`src/rtl/simt_reconv_pc.sv`:
```
// simt_reconv_pc: per-block PC with SSY/SYNC reconvergence stack.
// Computes next_pc in EXECUTE; commits PC, mask and stack in UPDATE.
//
// Ports:
//   clk, reset (async, active-low)
//   core_state            scheduler state (0110 EXECUTE, 0111 UPDATE)
//   decoded_*             decoded BRnzp/JMP/SSY/SYNC, nzp mask, target
//   nzp                   per-thread NZP flags, 3 bits per thread
//   current_pc, next_pc   PC of the executing and following instruction
//   thread_mask           active thread enables
//   stack_depth           occupied reconvergence entries
//   stack_overflow/_underflow  sticky stack error flags
module simt_reconv_pc #(
  parameter int PROGRAM_MEM_ADDR_BITS = 8,
  parameter int DATA_MEM_DATA_BITS    = 8,
  parameter int THREADS_PER_BLOCK     = 4,
  parameter int STACK_DEPTH           = 4
) (
  input  logic                         clk,
  input  logic                         reset,
  input  logic [3:0]                   core_state,
  input  logic                         decoded_pc_mux,
  input  logic                         decoded_jump,
  input  logic                         decoded_ssy,
  input  logic                         decoded_sync,
  input  logic [2:0]                   decoded_nzp,
  input  logic [DATA_MEM_DATA_BITS-1:0] decoded_immediate,
  input  logic [3*THREADS_PER_BLOCK-1:0] nzp,
  output logic [PROGRAM_MEM_ADDR_BITS-1:0] current_pc,
  output logic [PROGRAM_MEM_ADDR_BITS-1:0] next_pc,
  output logic [THREADS_PER_BLOCK-1:0] thread_mask,
  output logic [$clog2(STACK_DEPTH+1)-1:0] stack_depth,
  output logic                         stack_overflow,
  output logic                         stack_underflow
);

  localparam int AB = PROGRAM_MEM_ADDR_BITS;
  localparam int DB = DATA_MEM_DATA_BITS;
  localparam int T  = THREADS_PER_BLOCK;
  localparam int SD = STACK_DEPTH;
  localparam int DW = $clog2(SD + 1);
  localparam int IW = (SD > 1) ? $clog2(SD) : 1;
  localparam int WW = (AB > DB) ? AB : DB;

  localparam logic [3:0] ST_EXEC = 4'b0110;
  localparam logic [3:0] ST_UPD  = 4'b0111;

  typedef enum logic {
    K_RECONV  = 1'b0,
    K_DIVERGE = 1'b1
  } kind_e;

  logic [AB-1:0] r_pc;
  logic [AB-1:0] r_npc;
  logic [T-1:0]  r_mask;
  logic [DW-1:0] r_depth;
  logic          r_ovf;
  logic          r_udf;

  logic          r_p_push;
  logic          r_p_pop;
  kind_e         r_p_kind;
  logic [AB-1:0] r_p_epc;
  logic [T-1:0]  r_p_emask;
  logic          r_p_mwr;
  logic [T-1:0]  r_p_mval;
  logic          r_p_ovf;
  logic          r_p_udf;

  kind_e         r_stk_kind [SD];
  logic [AB-1:0] r_stk_pc   [SD];
  logic [T-1:0]  r_stk_mask [SD];

  logic          w_exec;
  logic          w_upd;
  logic          w_full;
  logic          w_empty;
  logic [IW-1:0] w_top;
  logic [IW-1:0] w_wr;
  logic [AB-1:0] w_pc1;
  logic [WW-1:0] w_imm_w;
  logic [AB-1:0] w_imm;
  logic [T-1:0]  w_m;
  logic [T-1:0]  w_tk;
  logic [T-1:0]  w_nt;

  logic [AB-1:0] w_npc;
  logic          w_push;
  logic          w_pop;
  kind_e         w_kind;
  logic [AB-1:0] w_epc;
  logic [T-1:0]  w_emask;
  logic          w_mwr;
  logic [T-1:0]  w_mval;
  logic          w_ovf;
  logic          w_udf;

  assign w_exec  = (core_state == ST_EXEC);
  assign w_upd   = (core_state == ST_UPD);
  assign w_full  = (r_depth == DW'(SD));
  assign w_empty = (r_depth == '0);
  assign w_top   = IW'(r_depth - 1'b1);
  assign w_wr    = IW'(r_depth);
  assign w_pc1   = r_pc + 1'b1;
  assign w_imm_w = WW'(decoded_immediate);
  assign w_imm   = w_imm_w[AB-1:0];

  always_comb begin
    w_m = '0;
    for (int i = 0; i < T; i++)
      w_m[i] = |(nzp[3*i +: 3] & decoded_nzp);
  end

  assign w_tk = r_mask & w_m;
  assign w_nt = r_mask & ~w_m;

  // One action per instruction; priority follows decode order.
  always_comb begin
    w_npc   = w_pc1;
    w_push  = 1'b0;
    w_pop   = 1'b0;
    w_kind  = K_RECONV;
    w_epc   = '0;
    w_emask = '0;
    w_mwr   = 1'b0;
    w_mval  = r_mask;
    w_ovf   = 1'b0;
    w_udf   = 1'b0;
    if (decoded_pc_mux) begin
      if (w_tk == r_mask) begin
        w_npc = w_imm;
      end else if (w_tk == '0) begin
        w_npc = w_pc1;
      end else if (!w_full) begin
        w_push  = 1'b1;
        w_kind  = K_DIVERGE;
        w_epc   = w_pc1;
        w_emask = w_nt;
        w_mwr   = 1'b1;
        w_mval  = w_tk;
        w_npc   = w_imm;
      end else begin
        w_ovf = 1'b1;
      end
    end else if (decoded_jump) begin
      w_npc = w_imm;
    end else if (decoded_ssy) begin
      if (!w_full) begin
        w_push  = 1'b1;
        w_kind  = K_RECONV;
        w_epc   = w_imm;
        w_emask = r_mask;
      end else begin
        w_ovf = 1'b1;
      end
    end else if (decoded_sync) begin
      if (w_empty) begin
        w_udf = 1'b1;
      end else begin
        w_pop  = 1'b1;
        w_mwr  = 1'b1;
        w_mval = r_stk_mask[w_top];
        if (r_stk_kind[w_top] == K_DIVERGE)
          w_npc = r_stk_pc[w_top];
      end
    end
  end

  // Stack contents carry no reset; depth alone marks validity.
  always_ff @(posedge clk) begin
    if (w_upd && r_p_push) begin
      r_stk_kind[w_wr] <= r_p_kind;
      r_stk_pc[w_wr]   <= r_p_epc;
      r_stk_mask[w_wr] <= r_p_emask;
    end
  end

  always_ff @(posedge clk or negedge reset) begin
    if (!reset) begin
      r_pc      <= '0;
      r_npc     <= '0;
      r_mask    <= '1;
      r_depth   <= '0;
      r_ovf     <= 1'b0;
      r_udf     <= 1'b0;
      r_p_push  <= 1'b0;
      r_p_pop   <= 1'b0;
      r_p_kind  <= K_RECONV;
      r_p_epc   <= '0;
      r_p_emask <= '0;
      r_p_mwr   <= 1'b0;
      r_p_mval  <= '0;
      r_p_ovf   <= 1'b0;
      r_p_udf   <= 1'b0;
    end else if (w_exec) begin
      r_npc     <= w_npc;
      r_p_push  <= w_push;
      r_p_pop   <= w_pop;
      r_p_kind  <= w_kind;
      r_p_epc   <= w_epc;
      r_p_emask <= w_emask;
      r_p_mwr   <= w_mwr;
      r_p_mval  <= w_mval;
      r_p_ovf   <= w_ovf;
      r_p_udf   <= w_udf;
    end else if (w_upd) begin
      r_pc <= r_npc;
      if (r_p_push)
        r_depth <= r_depth + 1'b1;
      else if (r_p_pop)
        r_depth <= r_depth - 1'b1;
      if (r_p_mwr)
        r_mask <= r_p_mval;
      if (r_p_ovf)
        r_ovf <= 1'b1;
      if (r_p_udf)
        r_udf <= 1'b1;
      // Clear so a repeated UPDATE cannot commit twice.
      r_p_push <= 1'b0;
      r_p_pop  <= 1'b0;
      r_p_mwr  <= 1'b0;
      r_p_ovf  <= 1'b0;
      r_p_udf  <= 1'b0;
    end
  end

  assign current_pc      = r_pc;
  assign next_pc         = r_npc;
  assign thread_mask     = r_mask;
  assign stack_depth     = r_depth;
  assign stack_overflow  = r_ovf;
  assign stack_underflow = r_udf;

endmodule

```
`config.mk`:
```
export PLATFORM = sky130hd
export DESIGN_NAME = simt_reconv_pc
export DESIGN_NICKNAME = d
export VERILOG_FILES = /design/src/rtl/simt_reconv_pc.sv
export SDC_FILE = /design/constraint.sdc
export NUM_CORES = 1
export LEC_CHECK = 0
export BUFFER_PORTS_ARGS = -buffer_cell sky130_fd_sc_hd__buf_2
export CORE_ASPECT_RATIO = 1.5
export CORE_MARGIN = 4
export CORE_UTILIZATION = 53
export CTS_CLUSTER_SIZE = 8
export DETAILED_ROUTE_END_ITERATION = 10
export GPL_TIMING_DRIVEN = 0
export PLACE_DENSITY = 0.85
export REMOVE_ABC_BUFFERS = 1
export SETUP_SLACK_MARGIN = 0.05
export SLEW_MARGIN = 5
export SYNTH_ARGS = -nofsm -noshare
export SYNTH_HDL_FRONTEND = slang
export SYNTH_SLANG_ARGS = --single-unit
```
`constraint.sdc`:
```
create_clock -name clk -period 4.4 [get_ports clk]
set_input_delay 0.44 -clock clk [delete_from_list [all_inputs] [get_ports clk]]
set_output_delay 0.44 -clock clk [all_outputs]
set_load 0.005 [all_outputs]
```
# After elaboration in Yosys (flattened, before gate mapping)
# Memories as Yosys holds them, arrays and structs flattened.
# Cells that the tools add are included.
[op_classes]
addsub = 3
n_eq_ne = 4
muxes = 65
bitwise_logic = 8
n_reduce_logical = 14
[ops]
columns = ["operator", "count"]
rows = [
  ["$mux W8", 16],
  ["$mux W4", 15],
  ["$mux W1", 32],
  ["$and A3 B3 Y3", 4],
  ["$reduce_and A3 Y1", 4],
  ["$reduce_or A3 Y1", 4],
  ["$add A8 B1 Y8 const B", 1],
  ["$and A4 B4 Y4", 2],
  ["$eq A4 B3 Y1 const B", 2],
  ["$mux W3", 2],
  ["$eq A4 B4 Y1", 1],
  ["$logic_not A4 Y1", 1],
  ["$not A4 Y4", 1],
  ["$reduce_bool A2 Y1", 2],
  ["$add A3 B1 Y3 const B", 1],
  ["$eq A3 B3 Y1 const B", 1],
  ["$logic_not A3 Y1", 1],
  ["$sub A3 B1 Y3 const B", 1],
  ["$reduce_and A2 Y1", 1],
  ["$logic_and A1 B1 Y1", 1],
  ["$not A1 Y1", 1],
]
[word_totals]
reg_bits = 47
ramBits = 52
inputBits = 33
output_inout_bits = 25
elab_cells = 112
mem_count = 3
[mem_list]
columns = ["memory", "words", "word_bits", "read_ports", "rd_ports_with_merged_regs", "wr", "line", "source"]
rows = [
  ["r_stk_pc", 4, 8, 1, 0, 1, "71", "logic [AB-1:0] r_stk_pc [SD];"],
  ["r_stk_mask", 4, 4, 1, 0, 1, "72", "logic [T-1:0] r_stk_mask [SD];"],
  ["r_stk_kind", 4, 1, 1, 0, 1, "70", "kind_e r_stk_kind [SD];"],
]

# Depth between registers and ports, before layout
# Gate-level depths: netlist (run 1).
[depth]
ltp_word = 8
mapped_depth = 10
mapped_depth_nobuf = 7

# Worst setup path before layout (run 1)
# No wires, ideal clock.
[synth_timing]
path_kind = "register to register"
start = "reg r_depth[0] (netlist: stack_depth[0])"
end = "reg r_npc[6] (netlist: next_pc[6])"
setup_ps = 146
arrival_ps = 2562
t_required_ps = 4254
slack_ps = 1691
path_stages_with_launch = 11
path_buffers = 3
period_less_slack_ps = 2709
path_cell_list = "dfrtp_1 -> buf_2 -> buf_2 -> inv_1 -> ha_1 -> mux4_2 -> and3_1 -> buf_2 -> and2_0 -> o311ai_0 -> o311ai_1"
[synth_via]
elab_chain_cells = 8
elab_cells_between_ends = 14
cone_classes = "add/sub (1); eq/ne (1); mux (9); reduce/logical (1); memory (2)"
[synth_rtl]
columns = ["item", "line", "source"]
rows = [
  ["start: declaration", "56", "logic [DW-1:0] r_depth;"],
  ["start signal: assignment", "209", "r_depth <= r_depth + 1'b1;"],
  ["start signal: assignment", "211", "r_depth <= r_depth - 1'b1;"],
  ["$sub A3 B1 Y3", "-", ""],
  ["$mem_v2 Z4 W8 / $mem_v2 Z4 W1 (equally long branches)", "-", ""],
  ["$mux W8", "163", "if (r_stk_kind[w_top] == K_DIVERGE)"],
  ["$mux W8", "157", "if (w_empty) begin"],
  ["$mux W8", "156", "end else if (decoded_sync) begin"],
  ["$mux W8", "147", "end else if (decoded_ssy) begin"],
  ["$mux W8", "145", "end else if (decoded_jump) begin"],
  ["$mux W8 *", "129", "if (decoded_pc_mux) begin"],
  ["end signal: assignment", "196", "r_npc <= w_npc;"],
  ["end: declaration", "54", "logic [AB-1:0] r_npc;"],
]
# Mark *: on every way between the ends. The rest lies on a longest branch, timed or not.
# A chain may end at the register's enable or synchronous reset.

# Worst setup path in the final report (run 1)
# Same ends and word-level chain as after synthesis.

==> impl_metrics.env, run 1 <==
export IMPL_cts_resized=0
export IMPL_rows=41
export IMPL_postCtsHoldBufs=0
export IMPL_fin_crit_sh_pct=92.0
export IMPL_drive_above_1_share_pct=26.7
export IMPL_n_antenna_cell=0
export IMPL_hold_viol=0
export IMPL_worstSetupPathType="flip-flop to flip-flop"
export IMPL_post_synth_top_area_cell="edfxtp_1"
export IMPL_routedWlPerCell_um=20.9
export IMPL_setup_viol=0
export IMPL_grt_overflow=0
export IMPL_async_flop_share_pct=47.5
export IMPL_area_growth_syn_to_layout_pct=14.1
export IMPL_total_power_mw=2.32
export IMPL_crit_start="stack_depth[0]"
export IMPL_avgSynthCellArea_sq_um=12.5
export IMPL_gr_usage_all_layers_pct=22.4
export IMPL_p_leak_nw=2.13
export IMPL_ys_seq_elements=99
export IMPL_fp_dieH_um=123
export IMPL_fin_skew_ns=0.00957
export IMPL_cts_buffers=9
export IMPL_crit_chain="inv_1, ha_1, mux4_2, and3_1, a21oi_1, o311ai_0, o311ai_1"
export IMPL_ff2ff_path_depth=7
export IMPL_ir_drop_uv=291
export IMPL_netlist_instances=375
export IMPL_yosysMostFrequentCell="edfxtp_1"
export IMPL_tightest_slew_ns=1.14
export IMPL_drc=0
export IMPL_drtIter0Drc=480
export IMPL_rsz0062_at_grt="false"
export IMPL_numClockSinks=99
export IMPL_via_per_inst=6.70
export IMPL_cts_root_buf="clkbuf_16"
export IMPL_r2r_start="stack_depth[0]"
export IMPL_status="finished, final reports clean"
export IMPL_cts_htree_levels=3
export IMPL_crit_path_top_delay_cell="dfrtp_1"
export IMPL_worstHoldPathType="input pin to async pin"
export IMPL_synth_edf_count=52
export IMPL_syn_area_sq_um=4690
export IMPL_seq_area_frac_synth_pct=58.5
export IMPL_via_count=3604
export IMPL_grt_pass1_wl_um=18200
export IMPL_fmax_mhz=247
export IMPL_cts_tree="built"
export IMPL_startpoint_type="flip-flop"
export IMPL_routed_wl_um=11200
export IMPL_rr_endpoint="next_pc[6]"
export IMPL_required_ns=4.58
export IMPL_die_width_um=84.8
export IMPL_clkTransAtPathRegs_ns=0.07
export IMPL_synth_top_area_share_pct=33.3
export IMPL_regToRegSetupSlack_ns=0.35
export IMPL_n_fill_cell=612
export IMPL_cap_violations=0
export IMPL_yosys_top_cells_area="edfxtp_1, dfrtp_1, mux4_2"
export IMPL_p_per_area_nw_per_um2=433
export IMPL_dieArea_sq_um=10500
export IMPL_initial_core_util_pct=55.1
export IMPL_slew_headroom_pct=24.2
export IMPL_hpwl_um=7520
export IMPL_coreArea_sq_um=8520
export IMPL_ant_nets=0
export IMPL_ys_types=51
export IMPL_min_period_ns=4.05
export IMPL_final_nets=465
export IMPL_port_buffers=57
export IMPL_drtPass1Iterations=5
export IMPL_clock_latency_ns=0.34
export IMPL_worstSetupEndpointType="flip-flop"
export IMPL_synthTopCellsByCount="edfxtp_1, nand2_1, dfrtp_1, a21oi_1, nor2_1"
export IMPL_arrival_ns=4.23
export IMPL_cp_max_fo=18
export IMPL_antenna_found_initial=0
export IMPL_tns_ns=0
export IMPL_yosysWarnings=0
export IMPL_drv_slew=0
export IMPL_slowest_delay_ns=1.09
export IMPL_ioPinCount=58
export IMPL_cts_buffer_depth=2
export IMPL_post_cts_buffers=0
export IMPL_cp_endpoint="next_pc[6]"
export IMPL_place_congestion=0.900
export IMPL_synth_ff_type="edfxtp_1"
export IMPL_grt_start_max_net_pins=48
export IMPL_grt_pass1_vias=3510
-- sequential cells by signal, indices dropped and copies added, names as in the netlist --
signal	count
r_stk_pc	32
r_stk_mask	16
current_pc	8
next_pc	8
r_p_epc	8
r_p_emask	4
r_p_mval	4
r_stk_kind	4
thread_mask	4
stack_depth	3
r_p_kind	1
r_p_mwr	1
r_p_ovf	1
r_p_pop	1
r_p_push	1
r_p_udf	1
stack_overflow	1
stack_underflow	1
-- layout by cell type, fill, tap and decap left out, types with 6 or more instances in the layout --
cell type,Yosys,final
o21ai_0,15,15
nand4_1,6,6
nand3_1,15,15
buf_2,4,57
a21oi_1,20,20
edfxtp_1,52,52
a32oi_1,10,10
inv_1,10,10
nand2b_1,8,8
o31ai_1,9,9
dfrtp_1,43,43
ha_1,6,6
mux4_2,13,13
nand2_1,44,44
nor2_1,17,16
clkbuf_16,0,9
mux2_2,12,12
o211ai_1,6,6
-- metrics by stage --
stage | std cells | worst slack [ns] | util, % | hold slack [ns] | instance area (sq um)
floorplan | 357 | 1.44 | - | 0.144 | 4600
global placement | 521 | 0.621 | 58.9 | 0.432 | 5020
detailed placement | 522 | 0.528 | 59.1 | 0.439 | 5030
CTS | 538 | 0.464 | 62.9 | 0.338 | 5350
global route | 538 | 0.201 | 62.9 | 0.404 | 5360
finish | 538 | 0.352 | 62.9 | 0.306 | 5360
-- cells by family (layout without fill, tap and decap cells) --
logic type / after synthesis / count (layout) / share of synthesized area [%]
AO/OA/AOI/OAI: 96 / 96 / 14.8
buffers and inverters: 28 / 84 / 2.83
adder cells (fa/ha/maj): 6 / 6 / 1.60
multiplexers: 29 / 29 / 9.97
flip-flops: 99 / 99 / 58.5
XOR/XNOR: 5 / 5 / 0.933
AND/OR/NAND/NOR: 112 / 112 / 11.4
-- per-layer routing --
| layer | up-vias | part of all wire [%] | GRT usage (%) |
|---|---|---|---|
| met5 | - | 0 | 0 |
| li1 | 1555 | - | - |
| met2 | 224 | 51 | 38.1 |
| met3 | 39 | 8.1 | 4.07 |
| met4 | 0 | 3.4 | 11.4 |
| met1 | 1786 | 38 | 27.5 |
-- layout make-up --
| cell class | instances | area [sq um] | area share [%] |
|---|---|---|---|
| sequential | 99 | 2740 | 51.2 |
| multi-input combinational | 248 | 1820 | 34.1 |
| timing repair buffer | 58 | 297 | 5.54 |
| clock buffer | 12 | 246 | 4.60 |
| tap | 107 | 134 | 2.50 |
| clock inverter | 4 | 73.8 | 1.38 |
| inverter | 10 | 37.5 | 0.701 |
-- worst min-delay path by stage --
stage,from,end,slack (ns),cells after the start
after floorplan,reset,current_pc[0],0.14,0
after global placement,stack_underflow,stack_underflow,0.43,1
after detailed placement,stack_overflow,stack_overflow,0.44,1
after CTS,reset,stack_depth[1],0.34,1
after global routing,reset,stack_depth[1],0.40,1
final,reset,stack_depth[1],0.31,1
-- report_power, final --
part           internal (mW)  total (mW)  switching (mW)
Sequential              1.05        1.14          0.0898
Clock                  0.514       0.839           0.325
Combinational          0.166       0.340           0.174
Total                   1.73        2.32           0.589
-- critical path: cells and delay by family (launching register included) --
kind,cells,cell delay (ns)
flops,1,1.09
fa+ha+maj,1,0.88
compound gates,3,0.81
simple gates,1,0.51
mux,1,0.35
buf+inv,1,0.22
Power figures use the tool's default switching activity.
==> run 2: changes to the inputs <==
- REMOVE_ABC_BUFFERS: 1 -> unset
- clock period: 4.4 -> 4.5 ns (I/O delays scaled with it)
==> impl_metrics.env, run 2 (synthesized netlist as in run 1, its figures left out) <==
export IMPL_status="finished, final reports clean"
export IMPL_crit_chain="buf_2, buf_2, inv_1, ha_1, clkbuf_1, mux4_2, mux2_2, o211ai_1, nand4_1"
export IMPL_p_comb_share_pct=16.5
export IMPL_drtIter0Drc=243
export IMPL_drtPass1Iterations=6
export IMPL_clock_latency_ns=0.34
export IMPL_fmax_mhz=296
export IMPL_ant_nets=0
export IMPL_fp_dieH_um=123
export IMPL_ir_drop_uv=250
export IMPL_arrival_ns=3.59
export IMPL_routed_wl_met2_um=6030
export IMPL_largest_register="r_stk_pc"
export IMPL_largest_reg_flops=32
export IMPL_gr_usage_all_layers_pct=23.8
export IMPL_clkTransAtPathRegs_ns=0.07
export IMPL_layout_common_cells="buf_2, edfxtp_1, nand2_1"
export IMPL_initial_core_util_pct=55.1
export IMPL_power_internal_mw=1.61
export IMPL_dieArea_sq_um=10500
export IMPL_via_count=3488
export IMPL_hold_viol=0
export IMPL_antenna_found_initial=0
export IMPL_post_cts_buffers=0
export IMPL_slowest_delay_ns=0.50
export IMPL_drv_slew=0
export IMPL_routedWlPerCell_um=21.0
export IMPL_place_congestion=0.927
export IMPL_cts_buffers=9
export IMPL_tightest_slew_ns=1.09
export IMPL_wl_met1_um=4470
export IMPL_rows=41
export IMPL_crit_path_top_delay_cell="clkbuf_1"
export IMPL_via_per_inst=6.27
export IMPL_setup_viol=0
export IMPL_final_nets=483
export IMPL_n_fill_cell=671
export IMPL_fin_skew_ns=0.00522
export IMPL_clkPwrFrac_pct=34.1
export IMPL_route_met3_wl_um=628
export IMPL_synth_nets=414
export IMPL_worstHoldPathType="input pin to async pin"
export IMPL_cpMostUsedCell="buf_2"
export IMPL_required_ns=4.71
export IMPL_cts_root_buf="clkbuf_16"
export IMPL_port_buffers=57
export IMPL_startpoint_type="flip-flop"
export IMPL_n_antenna_cell=0
export IMPL_p_sw_share_pct=27.7
export IMPL_numClockSinks=99
export IMPL_postCtsHoldBufs=0
export IMPL_grt_start_max_net_pins=48
export IMPL_worstSetupEndpointType="flip-flop"
export IMPL_grt_overflow=0
export IMPL_setup_ws_ns=1.12
export IMPL_reg_top3="r_stk_pc (32), r_stk_mask (16)"
export IMPL_drc=0
export IMPL_cts_resized=0
export IMPL_grt_pass1_wl_um=18700
export IMPL_slew_headroom_pct=27.6
export IMPL_cp_max_fo=10
export IMPL_cts_htree_levels=3
export IMPL_die_width_um=84.8
export IMPL_cts_tree="built"
export IMPL_tns_ns=0
export IMPL_min_period_ns=3.38
export IMPL_worstSetupPathType="flip-flop to flip-flop"
export IMPL_hpwl_um=8580
export IMPL_p_leak_nw=2.17
export IMPL_drive_above_1_share_pct=27.2
export IMPL_p_per_area_nw_per_um2=410
export IMPL_coreArea_sq_um=8520
export IMPL_final_common_cell="buf_2"
export IMPL_netSwitchingPower_mw=0.615
export IMPL_ioPinCount=58
export IMPL_post_place_ws_ns=1.13
export IMPL_cts_buffer_depth=2
export IMPL_top_layer="met4"
export IMPL_cap_violations=0
export IMPL_grt_pass1_vias=3589
export IMPL_area_growth_syn_to_layout_pct=15.6
export IMPL_fin_crit_sh_pct=75.1
export IMPL_pwr_share_seq_pct=49.4
export IMPL_routed_wl_um=11700
export IMPL_rsz0062_at_grt="false"
==> run 2: cell count changes in the layout (fill, tap and decap cells not counted) <==
cell / delta
clkbuf_1: +9
buf_2: +4
buf_6: +3
bufinv_16: -2
buf_1: +1
clkbuf_16: +1
clkbuf_8: -1
clkinv_4: +1
inv_6: +1
inv_8: +1
nor2_1: +1
nor2_2: -1
==> run 2: area by class of cell <==
cell class | instances | area (sq um) | area share [%]
clock inverter | 5 | 42.5 | 0.784
timing repair buffer | 58 | 297 | 5.47
inverter | 10 | 37.5 | 0.692
tap | 107 | 134 | 2.47
sequential | 99 | 2740 | 50.6
buffer | 18 | 95.1 | 1.75
multi-input combinational | 248 | 1820 | 33.6
clock buffer | 11 | 254 | 4.68
==> run 2: path summary, 6_finish.rpt <==
path                                      startpoint             end  slack (ns)  cells past startpoint
worst max-delay path                  stack_depth[0]      next_pc[1]        1.12                      9
worst min-delay path                           reset   current_pc[6]        0.31                      1
worst max register to register        stack_depth[0]      next_pc[1]        1.12                      9
worst min register to register        stack_overflow  stack_overflow        0.45                      1
max in group asynchronous                      reset         r_p_udf        3.53                      1
min in group clk                decoded_immediate[1]      next_pc[1]        0.43                      3
==> run 2: worst max-delay path, delay by kind of cell, from the launching register on <==
kind	cells	cell delay (ns)
AO/OA/AOI/OAI	1	0.23
adder cells (fa/ha/maj)	1	0.48
buffers and inverters	4	1.26
flip-flops	1	0.43
AND/OR/NAND/NOR	1	0.11
multiplexers	2	0.72
==> run 2: metal layers <==
layer  up-vias  global-route usage (%)
met5         -                       0
met4         0                    13.4
met3        40                    3.47
met2       153                    40.1
met1      1705                    29.4
li1       1590                       -
==> run 2: power groups by stage <==
| stage | sequential, mW | combinational, mW | clock, mW |
|---|---|---|---|
| 5_1_grt | 1.11 | 0.407 | 0.804 |
| 4_1_cts | 1.10 | 0.371 | 0.765 |
| 6_report | 1.10 | 0.368 | 0.758 |
| 3_3_place_gp | 1.11 | 0.358 | 0 |
| 3_5_place_dp | 1.12 | 0.368 | 0 |
| 2_1_floorplan | 1.10 | 0.219 | 0 |
==> run 2: metrics by stage <==
stage / instances / area [sq um] / hold WS [ns] / util [%] / power (mW)
2_1_floorplan: 375 / 4690 / 0.154 / - / 1.32
6_report: 556 / 5420 / 0.311 / 63.7 / 2.23
4_1_cts: 556 / 5420 / 0.339 / 63.7 / 2.24
3_5_place_dp: 540 / 5130 / 0.438 / 60.2 / 1.49
3_3_place_gp: 539 / 5110 / 0.439 / 60.0 / 1.47
5_1_grt: 556 / 5420 / 0.389 / 63.7 / 2.32
==> run 3: changes to the inputs <==
- clock period: 4.5 -> 3.5 ns (I/O delays scaled with it)
==> impl_metrics.env, run 3 (synthesized netlist as in run 1, its figures left out) <==
export IMPL_grt_pass1_vias=3589
export IMPL_ff2ff_path_depth=10
export IMPL_via_count=3519
export IMPL_rows=41
export IMPL_min_period_ns=3.13
export IMPL_clkTransAtPathRegs_ns=0.07
export IMPL_ant_nets=0
export IMPL_drc=0
export IMPL_busiest_layer="met2"
export IMPL_grt_overflow=0
export IMPL_largest_register="r_stk_pc"
export IMPL_startpoint_type="flip-flop"
export IMPL_fin_skew_ns=0.00371
export IMPL_via_per_inst=6.33
export IMPL_cts_tree="built"
export IMPL_ioPinCount=58
export IMPL_slowest_delay_ns=0.46
export IMPL_met2_usage_pct=40.1
export IMPL_final_cells=556
export IMPL_grt_use_met3_pct=3.47
export IMPL_drv_slew=0
export IMPL_port_buffers=57
export IMPL_final_common_cell="buf_2"
export IMPL_cts_root_buf="clkbuf_16"
export IMPL_gr_usage_all_layers_pct=23.8
export IMPL_largest_reg_flops=32
export IMPL_area_growth_syn_to_layout_pct=15.7
export IMPL_layout_common_cells="buf_2, edfxtp_1, nand2_1"
export IMPL_ir_drop_uv=321
export IMPL_p_leak_nw=2.18
export IMPL_tns_ns=0
export IMPL_arrival_ns=3.33
export IMPL_n_antenna_cell=0
export IMPL_regToRegSetupSlack_ns=0.37
export IMPL_required_ns=3.70
export IMPL_cts_htree_levels=3
export IMPL_placed_area_sq_um=5130
export IMPL_cap_violations=0
export IMPL_fin_crit_sh_pct=89.3
export IMPL_worstSetupEndpointType="flip-flop"
export IMPL_place_congestion=0.927
export IMPL_slew_headroom_pct=28.1
export IMPL_numClockSinks=99
export IMPL_synth_nets=414
export IMPL_worstSetupPathType="flip-flop to flip-flop"
export IMPL_die_width_um=84.8
export IMPL_setup_viol=0
export IMPL_worstHoldPathType="input pin to async pin"
export IMPL_drive_above_1_share_pct=27.4
export IMPL_p_per_area_nw_per_um2=527
export IMPL_initial_core_util_pct=55.1
export IMPL_clock_latency_ns=0.34
export IMPL_cp_max_fo=10
export IMPL_drtIter0Drc=265
export IMPL_hpwl_um=8580
export IMPL_rsz0062_at_grt="false"
export IMPL_tightest_slew_ns=1.08
export IMPL_crit_chain="buf_2, buf_4, inv_1, ha_1, mux4_2, and3_1, buf_2, and2_0, o311ai_0, o311ai_1"
export IMPL_final_cell_area_sq_um=5430
export IMPL_grt_util_met1_pct=29.4
export IMPL_crit_path_top_delay_cell="ha_1"
export IMPL_placed_cells_incl_taps=540
export IMPL_drtPass1Iterations=6
export IMPL_fmax_mhz=320
export IMPL_antenna_found_initial=0
export IMPL_dieArea_sq_um=10500
export IMPL_routedWlPerCell_um=21.0
export IMPL_worst_hold_slack_ns=0.209
export IMPL_total_power_mw=2.86
export IMPL_rr_endpoint="next_pc[6]"
export IMPL_routed_wl_um=11700
export IMPL_r2r_start="stack_depth[0]"
export IMPL_fp_dieH_um=123
export IMPL_cts_buffer_depth=2
export IMPL_final_nets=483
export IMPL_grt_pass1_wl_um=18700
export IMPL_reg_top3="r_stk_pc (32), r_stk_mask (16)"
export IMPL_hold_viol=0
export IMPL_coreArea_sq_um=8520
export IMPL_grt_start_max_net_pins=48
export IMPL_cts_buffers=9
export IMPL_cpMostUsedCell="buf_2"
export IMPL_status="finished, final reports clean"
[run 3: repair_timing]
item | 4_1_cts | 5_1_grt
endpoints found under the setup margin | 0 | 6
setup buffers | 0 | 0
hold buffers | 0 | 0
resized for setup | 0 | 4
[run 3: worst max-delay path, delay by kind of cell, from the launching register on]
family	cells	cell delay, ns
buf+inv	4	0.85
flops	1	0.43
simple gates	2	0.36
fa+ha+maj	1	0.46
mux	1	0.38
compound gates	2	0.50
[run 3: how the worst max path moves through the flow]
stage                      end  cells past startpoint  slack (ns)            from
floorplan           next_pc[6]                     10        0.79  stack_depth[0]
global placement    next_pc[1]                      9        0.21  stack_depth[0]
detailed placement  next_pc[1]                      9        0.13  stack_depth[0]
CTS                 next_pc[1]                      9        0.09  stack_depth[0]
global route        next_pc[6]                     10        0.09  stack_depth[0]
finish              next_pc[6]                     10        0.37  stack_depth[0]
[run 3: area by class of cell]
type	count	area (sq um)
Timing Repair Buffer	58	297
Buffer	18	98.8
Fill cell	670	3090
Tap cell	107	134
Inverter	10	37.5
Clock buffer	11	254
Multi-Input combinational cell	248	1820
Clock inverter	5	42.5
Sequential cell	99	2740
[run 3: per-layer routing]
| metal | vias to the layer above | share of wire (%) |
|---|---|---|
| li1 | 1590 | - |
| met1 | 1739 | 39 |
| met2 | 152 | 51 |
| met3 | 38 | 5.1 |
| met4 | 0 | 4.9 |
| met5 | - | 0 |
[run 3: per-stage QoR]
step	utilization [%]	setup WS, ns
after global routing	63.7	0.0918
after CTS	63.7	0.0865
after detailed placement	60.2	0.128
after global placement	60.0	0.215
after floorplan	-	0.791
final	63.7	0.373
[run 3: report_power, final]
part           internal, mW  total [mW]  switching, mW
logic                 0.217       0.475          0.258
registers              1.32        1.41         0.0933
clock network         0.534       0.973          0.439
total                  2.07        2.86          0.790
